===== src/rtl/isf_bridge_if.sv =====
// Master-side command/response and slave-side request signals of isf_bridge.
// The bridge uses the slave modport; the environment driving it uses the master modport.
interface isf_bridge_if #(
    parameter int ADDR_W = 16,
    parameter int DATA_W = 32,
    parameter int DEPTH  = 4
);
    localparam int CNT_W = $clog2(DEPTH + 1);

    logic              m_valid;
    logic              m_ready;
    logic              m_write;
    logic [ADDR_W-1:0] m_addr;
    logic [DATA_W-1:0] m_wdata;
    logic              m_rvalid;
    logic [DATA_W-1:0] m_rdata;
    logic              m_err;
    logic [CNT_W-1:0]  m_count;

    logic              s_req;
    logic              s_write;
    logic [ADDR_W-1:0] s_addr;
    logic [DATA_W-1:0] s_wdata;
    logic              s_ack;
    logic [DATA_W-1:0] s_rdata;

    modport slave (
        input  m_valid, m_write, m_addr, m_wdata, s_ack, s_rdata,
        output m_ready, m_rvalid, m_rdata, m_err, m_count,
               s_req, s_write, s_addr, s_wdata
    );

    modport master (
        output m_valid, m_write, m_addr, m_wdata, s_ack, s_rdata,
        input  m_ready, m_rvalid, m_rdata, m_err, m_count,
               s_req, s_write, s_addr, s_wdata
    );
endinterface


===== src/rtl/isf_bridge.sv =====
// FIFO-buffered command bridge: queues master commands and issues them one at a time to a slave.
// Define ISF_BRIDGE_TIMEOUT_EN to abort a slave request with m_err=1 after TIMEOUT cycles without s_ack.
module isf_bridge #(
    parameter int ADDR_W  = 16,
    parameter int DATA_W  = 32,
    parameter int DEPTH   = 4,
    parameter int TIMEOUT = 16
) (
    input logic         clk,
    input logic         rst,
    isf_bridge_if.slave bus
);
    localparam int CNT_W = $clog2(DEPTH + 1);
    localparam int PTR_W = (DEPTH > 1) ? $clog2(DEPTH) : 1;
    localparam int ENT_W = 1 + ADDR_W + DATA_W;
    localparam logic [CNT_W-1:0] FULL = CNT_W'(DEPTH);
    localparam logic [PTR_W-1:0] LAST = PTR_W'(DEPTH - 1);

    typedef enum logic [1:0] {IDLE, REQ, RESP} state_t;

    state_t            state, state_d;
    logic [ENT_W-1:0]  mem [DEPTH];
    logic [PTR_W-1:0]  wr_ptr, rd_ptr;
    logic [CNT_W-1:0]  count, count_d;
    logic              push, pop;

    logic              s_req, s_req_d;
    logic              s_write, s_write_d;
    logic [ADDR_W-1:0] s_addr, s_addr_d;
    logic [DATA_W-1:0] s_wdata, s_wdata_d;
    logic              rvalid, rvalid_d;
    logic [DATA_W-1:0] rdata, rdata_d;

`ifdef ISF_BRIDGE_TIMEOUT_EN
    localparam int TMO_W = (TIMEOUT > 1) ? $clog2(TIMEOUT) : 1;
    localparam logic [TMO_W-1:0] TMO_LAST = TMO_W'(TIMEOUT - 1);
    logic [TMO_W-1:0]  tmo_cnt, tmo_cnt_d;
    logic              err, err_d;
`endif

    function automatic logic [PTR_W-1:0] ptr_inc(input logic [PTR_W-1:0] p);
        return (p == LAST) ? '0 : p + PTR_W'(1);
    endfunction

    assign push = bus.m_valid && bus.m_ready;

    always_comb begin
        case ({push, pop})
            2'b10:   count_d = count + CNT_W'(1);
            2'b01:   count_d = count - CNT_W'(1);
            default: count_d = count;
        endcase
    end

    always_comb begin
        state_d   = state;
        pop       = 1'b0;
        s_req_d   = s_req;
        s_write_d = s_write;
        s_addr_d  = s_addr;
        s_wdata_d = s_wdata;
        rvalid_d  = rvalid;
        rdata_d   = rdata;
`ifdef ISF_BRIDGE_TIMEOUT_EN
        err_d     = err;
        tmo_cnt_d = '0;
`endif
        case (state)
            IDLE: begin
                if (count != '0) begin
                    pop = 1'b1;
                    {s_write_d, s_addr_d, s_wdata_d} = mem[rd_ptr];
                    s_req_d = 1'b1;
                    state_d = REQ;
                end
            end
            REQ: begin
                // An ack sampled on the expiry edge takes priority over the timeout.
                if (bus.s_ack) begin
                    s_req_d  = 1'b0;
                    rvalid_d = 1'b1;
                    rdata_d  = s_write ? '0 : bus.s_rdata;
`ifdef ISF_BRIDGE_TIMEOUT_EN
                    err_d    = 1'b0;
`endif
                    state_d  = RESP;
                end
`ifdef ISF_BRIDGE_TIMEOUT_EN
                else if (tmo_cnt == TMO_LAST) begin
                    s_req_d  = 1'b0;
                    rvalid_d = 1'b1;
                    rdata_d  = '0;
                    err_d    = 1'b1;
                    state_d  = RESP;
                end else begin
                    tmo_cnt_d = tmo_cnt + TMO_W'(1);
                end
`endif
            end
            RESP: begin
                rvalid_d = 1'b0;
                state_d  = IDLE;
            end
            default: state_d = IDLE;
        endcase
    end

    // FIFO storage carries no reset; only pointers and occupancy define its contents.
    always_ff @(posedge clk) begin
        if (push) mem[wr_ptr] <= {bus.m_write, bus.m_addr, bus.m_wdata};
    end

    always_ff @(posedge clk or posedge rst) begin
        if (rst) begin
            state   <= IDLE;
            wr_ptr  <= '0;
            rd_ptr  <= '0;
            count   <= '0;
            s_req   <= 1'b0;
            s_write <= 1'b0;
            s_addr  <= '0;
            s_wdata <= '0;
            rvalid  <= 1'b0;
            rdata   <= '0;
`ifdef ISF_BRIDGE_TIMEOUT_EN
            err     <= 1'b0;
            tmo_cnt <= '0;
`endif
        end else begin
            state   <= state_d;
            if (push) wr_ptr <= ptr_inc(wr_ptr);
            if (pop)  rd_ptr <= ptr_inc(rd_ptr);
            count   <= count_d;
            s_req   <= s_req_d;
            s_write <= s_write_d;
            s_addr  <= s_addr_d;
            s_wdata <= s_wdata_d;
            rvalid  <= rvalid_d;
            rdata   <= rdata_d;
`ifdef ISF_BRIDGE_TIMEOUT_EN
            err     <= err_d;
            tmo_cnt <= tmo_cnt_d;
`endif
        end
    end

    assign bus.m_ready  = (count != FULL);
    assign bus.m_count  = count;
    assign bus.m_rvalid = rvalid;
    assign bus.m_rdata  = rdata;
    assign bus.s_req    = s_req;
    assign bus.s_write  = s_write;
    assign bus.s_addr   = s_addr;
    assign bus.s_wdata  = s_wdata;
`ifdef ISF_BRIDGE_TIMEOUT_EN
    assign bus.m_err    = err;
`else
    assign bus.m_err    = 1'b0;
`endif
endmodule


===== src/flat_wrapper.sv =====
// flat-port wrapper written by rule: the top's interface ports become plain ports
module isf_bridge_flat 
#(
    parameter int ADDR_W  = 16,
    parameter int DATA_W  = 32,
    parameter int DEPTH   = 4,
    parameter int TIMEOUT = 16
)
  (clk, rst, bus_m_valid, bus_m_write, bus_m_addr, bus_m_wdata, bus_s_ack, bus_s_rdata, bus_m_ready, bus_m_rvalid, bus_m_rdata, bus_m_err, bus_m_count, bus_s_req, bus_s_write, bus_s_addr, bus_s_wdata);
  isf_bridge_if #(.ADDR_W(ADDR_W), .DATA_W(DATA_W), .DEPTH(DEPTH)) bus_i ();
  input logic clk;
  input logic rst;
  input wire logic [$bits(bus_i.m_valid)-1:0] bus_m_valid;
  input wire logic [$bits(bus_i.m_write)-1:0] bus_m_write;
  input wire logic [$bits(bus_i.m_addr)-1:0] bus_m_addr;
  input wire logic [$bits(bus_i.m_wdata)-1:0] bus_m_wdata;
  input wire logic [$bits(bus_i.s_ack)-1:0] bus_s_ack;
  input wire logic [$bits(bus_i.s_rdata)-1:0] bus_s_rdata;
  output wire logic [$bits(bus_i.m_ready)-1:0] bus_m_ready;
  output wire logic [$bits(bus_i.m_rvalid)-1:0] bus_m_rvalid;
  output wire logic [$bits(bus_i.m_rdata)-1:0] bus_m_rdata;
  output wire logic [$bits(bus_i.m_err)-1:0] bus_m_err;
  output wire logic [$bits(bus_i.m_count)-1:0] bus_m_count;
  output wire logic [$bits(bus_i.s_req)-1:0] bus_s_req;
  output wire logic [$bits(bus_i.s_write)-1:0] bus_s_write;
  output wire logic [$bits(bus_i.s_addr)-1:0] bus_s_addr;
  output wire logic [$bits(bus_i.s_wdata)-1:0] bus_s_wdata;
  assign bus_i.m_valid = bus_m_valid;
  assign bus_i.m_write = bus_m_write;
  assign bus_i.m_addr = bus_m_addr;
  assign bus_i.m_wdata = bus_m_wdata;
  assign bus_i.s_ack = bus_s_ack;
  assign bus_i.s_rdata = bus_s_rdata;
  assign bus_m_ready = bus_i.m_ready;
  assign bus_m_rvalid = bus_i.m_rvalid;
  assign bus_m_rdata = bus_i.m_rdata;
  assign bus_m_err = bus_i.m_err;
  assign bus_m_count = bus_i.m_count;
  assign bus_s_req = bus_i.s_req;
  assign bus_s_write = bus_i.s_write;
  assign bus_s_addr = bus_i.s_addr;
  assign bus_s_wdata = bus_i.s_wdata;
  isf_bridge #(.ADDR_W(ADDR_W), .DATA_W(DATA_W), .DEPTH(DEPTH), .TIMEOUT(TIMEOUT)) u_core (.clk(clk), .rst(rst), .bus(bus_i));
endmodule

===== config.mk =====
export PLATFORM = sky130hd
export DESIGN_NAME = isf_bridge_flat
export DESIGN_NICKNAME = d
export VERILOG_FILES = /design/src/rtl/isf_bridge_if.sv /design/src/rtl/isf_bridge.sv /design/src/flat_wrapper.sv
export SDC_FILE = /design/constraint.sdc
export NUM_CORES = 1
export LEC_CHECK = 0
export ABC_CLOCK_PERIOD_IN_PS = 5950
export BUFFER_PORTS_ARGS = -buffer_cell sky130_fd_sc_hd__buf_2
export CELL_PAD_IN_SITES_DETAIL_PLACEMENT = 1
export CELL_PAD_IN_SITES_GLOBAL_PLACEMENT = 2
export CORE_ASPECT_RATIO = 1.75
export CORE_MARGIN = 2
export CORE_UTILIZATION = 45
export CTS_BUF_LIST = sky130_fd_sc_hd__clkbuf_16
export DETAILED_ROUTE_END_ITERATION = 12
export GPL_TIMING_DRIVEN = 0
export PLACE_DENSITY = 0.85
export SYNTH_ARGS = -nofsm -noshare
export SYNTH_HDL_FRONTEND = slang
export SYNTH_SLANG_ARGS = --single-unit

===== constraint.sdc =====
create_clock -name clk -period 5.95 [get_ports clk]
set_clock_uncertainty 0.15 [all_clocks]
set_input_delay 0.595 -clock clk [delete_from_list [all_inputs] [get_ports clk]]
set_output_delay 0.595 -clock clk [all_outputs]
set_load 0.1 [all_outputs]

==> impl_metrics.tcl, run 1 <==
set metrics [dict create \
    num_rows 75 \
    grt_overflow 0 \
    io_pins 173 \
    area_growth_pct 20.2 \
    cp-start-kind "flop" \
    cp.depth 11 \
    synth.cell_area_mm2 0.0111 \
    htree_levels 1 \
    ys_types 29 \
    dp_hpwl_um 16200 \
    r2r_slack_ps 3400 \
    drtAntennaViolNets 0 \
    cpMaxStageDelayCell "dfrtp_1" \
    r2r-start "u_core.bus.m_count[0]$_DFFE_PP0P_" \
    clock.fmax_mhz 392 \
    drc 0 \
    seqCellArea_mm2 0.00819 \
    gp_congestion 0.712 \
    drive_gt1_share_pct 43.0 \
    die_w_um 123 \
    tritoncts "done" \
    post_cts_resized 0 \
    min_path_type "in -> reg" \
    grt_pass1_vias 6501 \
    min_path_cells 1 \
    critPathMaxStageDelay_ps 430 \
    ys_ff_latch 288 \
    clock_latency_ps 540 \
    cts_setup_buffers 0 \
    cts.path.max_buffers 3 \
    drt_iter0_drc 202 \
    fin_setup_tns_ps 0 \
    grt_max_degree 53 \
    core_area_mm2 0.0241 \
    multi_input_area_mm2 0.00260 \
    r2r-end "u_core.bus.m_count[2]$_DFFE_PP0P_" \
    min_period_over_period_pct 42.8 \
    clk_pin_slew_worst_paths_ps 70 \
    fillers 2238 \
    path_cells "nor3_1 -> or3_1 -> buf_6 -> buf_8 -> inv_1 -> ha_1 -> inv_1 -> fa_1 -> xor2_1 -> nor2_1 -> xor2_1" \
    drt-total-wl_um 23200 \
    grt_pass1_wl_um 36500 \
    cp_num_buf_inv 4 \
    netlist_instances 556 \
    hp-start "bus_m_wdata[7]" \
    wl_per_cell_um 21.2 \
    critPathMaxFanout 10 \
    setup_violations 0 \
    nNetsFinal 854 \
    start_util_pct 45.9 \
    clock-root-buffer "clkbuf_16" \
    rr_worst_depth 11 \
    die_h_um 211 \
    maxCapViolations 0 \
    min_to "u_core.mem[0][7]$_DFFE_PP_" \
    ys_seq_area_share_pct 74.0 \
    cts_buffers 27 \
    critPathArrivalTime_ps 2860 \
    dr_total_vias 5630 \
    tightestPinTransition_ps 678 \
    report.final.slew_viol_count 0 \
    synth_nets 648 \
    grt_setup_unrepaired "no" \
    viasPerCell 5.15 \
    post-route-min-period_ps 2550 \
    antenna_found_initial 5 \
    crit_path_end_kind "flop" \
    clock-sinks 288 \
    postSynthAreaPerCell_um2 19.9 \
    die_area_mm2 0.0259 \
    hold_violations 0 \
    dr.pass1.iters 4 \
    io_buffers 171 \
    status "finished clean" \
    crit_family "adder cells" \
    crit_type "reg -> reg" \
    grt_usage_pct 18.7 \
    cts-hold-fix-buffers 1 \
    relSlewSlack_pct 54.8 \
    required_ps 6260 \
    yosysWarnings 0 \
]
-- sequential cells by signal, indices dropped and copies added, names as in the netlist --
register / cells
u_core.mem: 196
u_core.bus.m_rdata: 32
u_core.bus.s_wdata: 32
u_core.bus.s_addr: 16
u_core.bus.m_count: 3
u_core.rd_ptr: 2
u_core.state: 2
u_core.wr_ptr: 2
u_core.bus.m_rvalid: 1
u_core.bus.s_req: 1
u_core.bus.s_write: 1
-- synthesized netlist by cell type --
| cell | instances | area (µm²) |
|---|---|---|
| nand2_1 | 34 | 128 |
| and3_1 | 4 | 25.0 |
| edfxtp_1 | 196 | 5890 |
| buf_4 | 2 | 15.0 |
| nor3_1 | 1 | 5.00 |
| conb_1 | 1 | 3.75 |
| nand2b_1 | 33 | 206 |
| inv_1 | 10 | 37.5 |
| nand3b_1 | 1 | 7.51 |
| clkbuf_1 | 15 | 56.3 |
| mux2_2 | 6 | 67.6 |
| mux2i_1 | 1 | 10.0 |
| buf_6 | 6 | 67.6 |
| buf_12 | 4 | 80.1 |
| fa_1 | 1 | 20.0 |
| or3_1 | 1 | 6.26 |
| xor2_1 | 2 | 17.5 |
| o21ai_0 | 35 | 175 |
| nor2_1 | 3 | 11.3 |
| ha_1 | 6 | 75.1 |
| xnor2_1 | 1 | 8.76 |
| dfrtp_1 | 92 | 2300 |
| and2_1 | 1 | 6.26 |
| buf_8 | 1 | 15.0 |
| mux4_2 | 49 | 1100 |
| or3b_1 | 1 | 8.76 |
| mux2_4 | 47 | 706 |
| buf_2 | 1 | 5.00 |
| nor2b_1 | 1 | 6.26 |
-- cell families after synthesis --
logic type | count (synthesis) | synth area share (%)
flip-flops | 288 | 74.0
multiplexers | 103 | 17.1
AND/OR/NAND/NOR | 80 | 3.71
buffers and inverters | 39 | 2.50
AO/OA/AOI/OAI | 35 | 1.58
adder cells (fa/ha/maj) | 7 | 0.860
XOR/XNOR | 3 | 0.238
other | 1 | 0.0339
-- stage by stage --
step	setup slack (ps)	instance area (µm²)	instances	util, %	hold WS, ps
after floorplan	2200	11100	556	-	329
after global placement	1440	12300	1035	51.0	308
after detailed placement	3410	12400	1040	51.5	308
after CTS	3380	13300	1090	55.1	90.1
after global routing	3300	13300	1094	55.2	107
final	3400	13300	1094	55.2	118
-- how the worst max path moves through the flow --
stage / slack (ps) / endpoint / startpoint
2_1_floorplan: 2200 / u_core.mem[0][0]$_DFFE_PP_ / u_core.bus.m_count[0]$_DFFE_PP0P_
3_3_place_gp: 1440 / u_core.bus.s_wdata[1]$_DFFE_PP0P_ / rst
3_5_place_dp: 3410 / u_core.bus.m_count[2]$_DFFE_PP0P_ / u_core.bus.m_count[0]$_DFFE_PP0P_
4_1_cts: 3380 / u_core.bus.m_count[2]$_DFFE_PP0P_ / u_core.bus.m_count[0]$_DFFE_PP0P_
5_1_grt: 3300 / u_core.bus.m_count[2]$_DFFE_PP0P_ / u_core.bus.m_count[0]$_DFFE_PP0P_
6_report: 3400 / u_core.bus.m_count[2]$_DFFE_PP0P_ / u_core.bus.m_count[0]$_DFFE_PP0P_
-- layout make-up --
| cell class | count | share of cell area, % |
|---|---|---|
| Inverter | 10 | 0.301 |
| Tap cell | 308 | 2.90 |
| Timing Repair Buffer | 177 | 7.32 |
| Sequential cell | 288 | 61.6 |
| Buffer | 29 | 1.80 |
| Clock inverter | 22 | 1.41 |
| Clock buffer | 27 | 5.08 |
| Multi-Input combinational cell | 229 | 19.6 |
| Antenna cell | 4 | 0.0753 |
-- placed cells by master, fill, tap and decap left out, drive strengths merged --
| cell | instances |
|---|---|
| nand3b | 1 |
| xor2 | 2 |
| xnor2 | 1 |
| or3b | 1 |
| ha | 6 |
| clkinv | 6 |
| diode | 4 |
| edfxtp | 196 |
| conb | 1 |
| nor2 | 3 |
| or3 | 1 |
| bufinv | 3 |
| mux4 | 49 |
| mux2 | 53 |
| o21ai | 35 |
| inv | 18 |
| dlygate4sd3 | 1 |
| and3 | 4 |
| and2 | 1 |
| nor2b | 1 |
| nand2 | 34 |
| nor3 | 1 |
| fa | 1 |
| clkinvlp | 5 |
| buf | 190 |
| clkbuf | 42 |
| nand2b | 33 |
| mux2i | 1 |
| dfrtp | 92 |
-- per-layer routing --
metal / part of all wire, % / global-route usage (%) / vias up
li1: - / - / 2527
met1: 36 / 21.0 / 2896
met2: 56 / 35.0 / 167
met3: 5.1 / 2.72 / 38
met4: 2.7 / 7.13 / 2
met5: 0.047 / 0 / -
Power of run 1 is left out: the tool's default activity adds up to more than one toggle a clock period on the data nets, which glitch-free logic cannot reach.
==> run 2, diff against run 1 <==
ABC_CLOCK_PERIOD_IN_PS = 2290   (was 5950)
CORE_UTILIZATION = 38   (was 45)
PLACE_DENSITY = 0.76   (was 0.85)
clock period = 2.29 ns   (was 5.95 ns; I/O delays follow)
==> run 2 against run 1 <==
Effect of this change: the run now ends with setup timing left; cell area rose by 6.6%; non-clock buffer count up 88; fmax grew 11%; register-to-register slack lost 3400 ps; global-route usage shrank 1.8 points; sequential cell count is the same; critical endpoint unchanged; sequential share of layout area fell by 3.8 points.
==> impl_metrics.tcl, run 2 (synthesis results as in run 1) <==
set metrics [dict create \
    drt_iter0_drc 219 \
    tritoncts "done" \
    io_pins 173 \
    min_path_type "in -> reg" \
    clock_latency_ps 550 \
    mostFrequentLayoutCells "edfxtp_1 (196), buf_2 (171), dfrtp_1 (89), dlygate4sd3_1 (83), mux4_2 (49)" \
    die_w_um 133 \
    relSlewSlack_pct 41.8 \
    place_inst 1107 \
    cp-start-kind "flop" \
    grt_usage_pct 16.9 \
    status "finished, violations left" \
    viasPerCell 4.78 \
    cts.path.max_buffers 3 \
    r2r_slack_ps -10 \
    clock-root-buffer "clkbuf_16" \
    path_cells "buf_6 -> or3b_4 -> and2_4 -> inv_2 -> ha_4 -> inv_2 -> fa_2 -> xor2_1 -> nor2_1 -> xor2_1" \
    die_h_um 230 \
    setup_violations 1 \
    antenna_found_initial 0 \
    tightestPinTransition_ps 873 \
    dp_hpwl_um 16000 \
    gp_congestion 0.748 \
    core_area_mm2 0.0286 \
    start_util_pct 38.6 \
    cts_buffers 27 \
    critPathMaxStageDelay_ps 410 \
    grt_overflow 0 \
    r2r-start "u_core.bus.m_count[1]$_DFFE_PP0P_" \
    crit_path_end_kind "flop" \
    crit_family "simple AND/OR/NAND/NOR gates" \
    antenna_cells 0 \
    hp-start "bus_m_valid" \
    fin_util_pct 49.6 \
    cp_num_buf_inv 3 \
    min_to "u_core.wr_ptr[1]$_DFFE_PP0P_" \
    fillers 2750 \
    maxCapViolations 0 \
    drtAntennaViolNets 0 \
    rr_worst_depth 10 \
    clk_pin_slew_worst_paths_ps 60 \
    post-route-min-period_ps 2300 \
    wl_per_cell_um 20.2 \
    dr.pass1.iters 4 \
    drt-total-wl_um 25200 \
    min_period_over_period_pct 100 \
    num_rows 82 \
    drive_gt1_share_pct 40.2 \
    grt_pass1_vias 7046 \
    fin_setup_tns_ps -11.1 \
    report.final.slew_viol_count 0 \
    stdcell_count 1249 \
    layout_setup_ws_ps -11.1 \
    largest_register_ffs 196 \
    grt_max_degree 50 \
    clock-sinks 288 \
    critPathArrivalTime_ps 2610 \
    dr_total_vias 5966 \
    final_common_cell "edfxtp_1" \
    io_buffers 171 \
    grt_pass1_wl_um 39700 \
    crit_type "reg -> reg" \
    violations "setup timing" \
    drc 0 \
    nNetsFinal 942 \
    dp_slack_ps -216 \
    hold_violations 0 \
    largest-register "u_core.mem" \
    required_ps 2600 \
    cpMaxStageDelayCell "dfrtp_2" \
    htree_levels 1 \
    die_area_mm2 0.0305 \
    clock.fmax_mhz 435 \
    area_growth_pct 28.2 \
    grt_setup_unrepaired "yes" \
    min_path_cells 4 \
    r2r-end "u_core.bus.m_count[2]$_DFFE_PP0P_" \
    critPathMaxFanout 3 \
]
run 2: layer usage:
layer / global-route usage [%] / part of all wire [%]
met2: 33.2 / 57
met4: 4.84 / 2.1
met1: 18.1 / 36
met5: 0 / 0
met3: 3.09 / 4.9
run 2: cell type report:
cell class	count	area [µm²]	area share [%]
clock buffers	27	676	4.76
repair buffers	265	1800	12.7
clock inverters	23	106	0.750
plain buffers	29	248	1.75
inverters	10	43.8	0.309
multi-input cells	229	2640	18.6
flip-flops and latches	288	8190	57.7
well taps	378	473	3.33
run 2: worst register-to-register path: stages, from the launching register on:
cell and delay, ps:
dfrtp_2 410, buf_6 120, or3b_4 400, and2_4 150
inv_2 60, ha_4 130, inv_2 30, fa_2 320
xor2_1 140, nor2_1 140, xor2_1 170
run 2: worst max path at each step:
stage | end | startpoint | slack, ps | cells past startpoint
after global placement | u_core.bus.m_count[1]$_DFFE_PP0P_ | rst | -200 | 2
after CTS | u_core.bus.m_count[2]$_DFFE_PP0P_ | u_core.bus.m_count[1]$_DFFE_PP0P_ | -30 | 10
after global routing | u_core.bus.m_count[2]$_DFFE_PP0P_ | u_core.bus.m_count[0]$_DFFE_PP0P_ | -60 | 10
after detailed placement | u_core.bus.m_count[2]$_DFFE_PP0P_ | u_core.bus.m_count[0]$_DFFE_PP0P_ | -220 | 11
after floorplan | u_core.bus.m_count[2]$_DFFE_PP0P_ | u_core.bus.m_count[2]$_DFFE_PP0P_ | -400 | 9
final | u_core.bus.m_count[2]$_DFFE_PP0P_ | u_core.bus.m_count[1]$_DFFE_PP0P_ | -10 | 10
run 2: stage by stage:
stage	hold WS (ps)	area (µm²)
after global placement	287	12400
after floorplan	178	11100
after detailed placement	261	12500
after global routing	109	14200
final	107	14200
after CTS	70.7	14200
run 2: what timing repair did:
item,in CTS,in global routing
endpoints found under the setup margin,2,177
gates resized for setup,8,0
setup buffers,9,0
hold buffers,83,0
hold endpoints to repair,259,0
pin swaps,5,3
Power of run 2 is left out for the same reason.
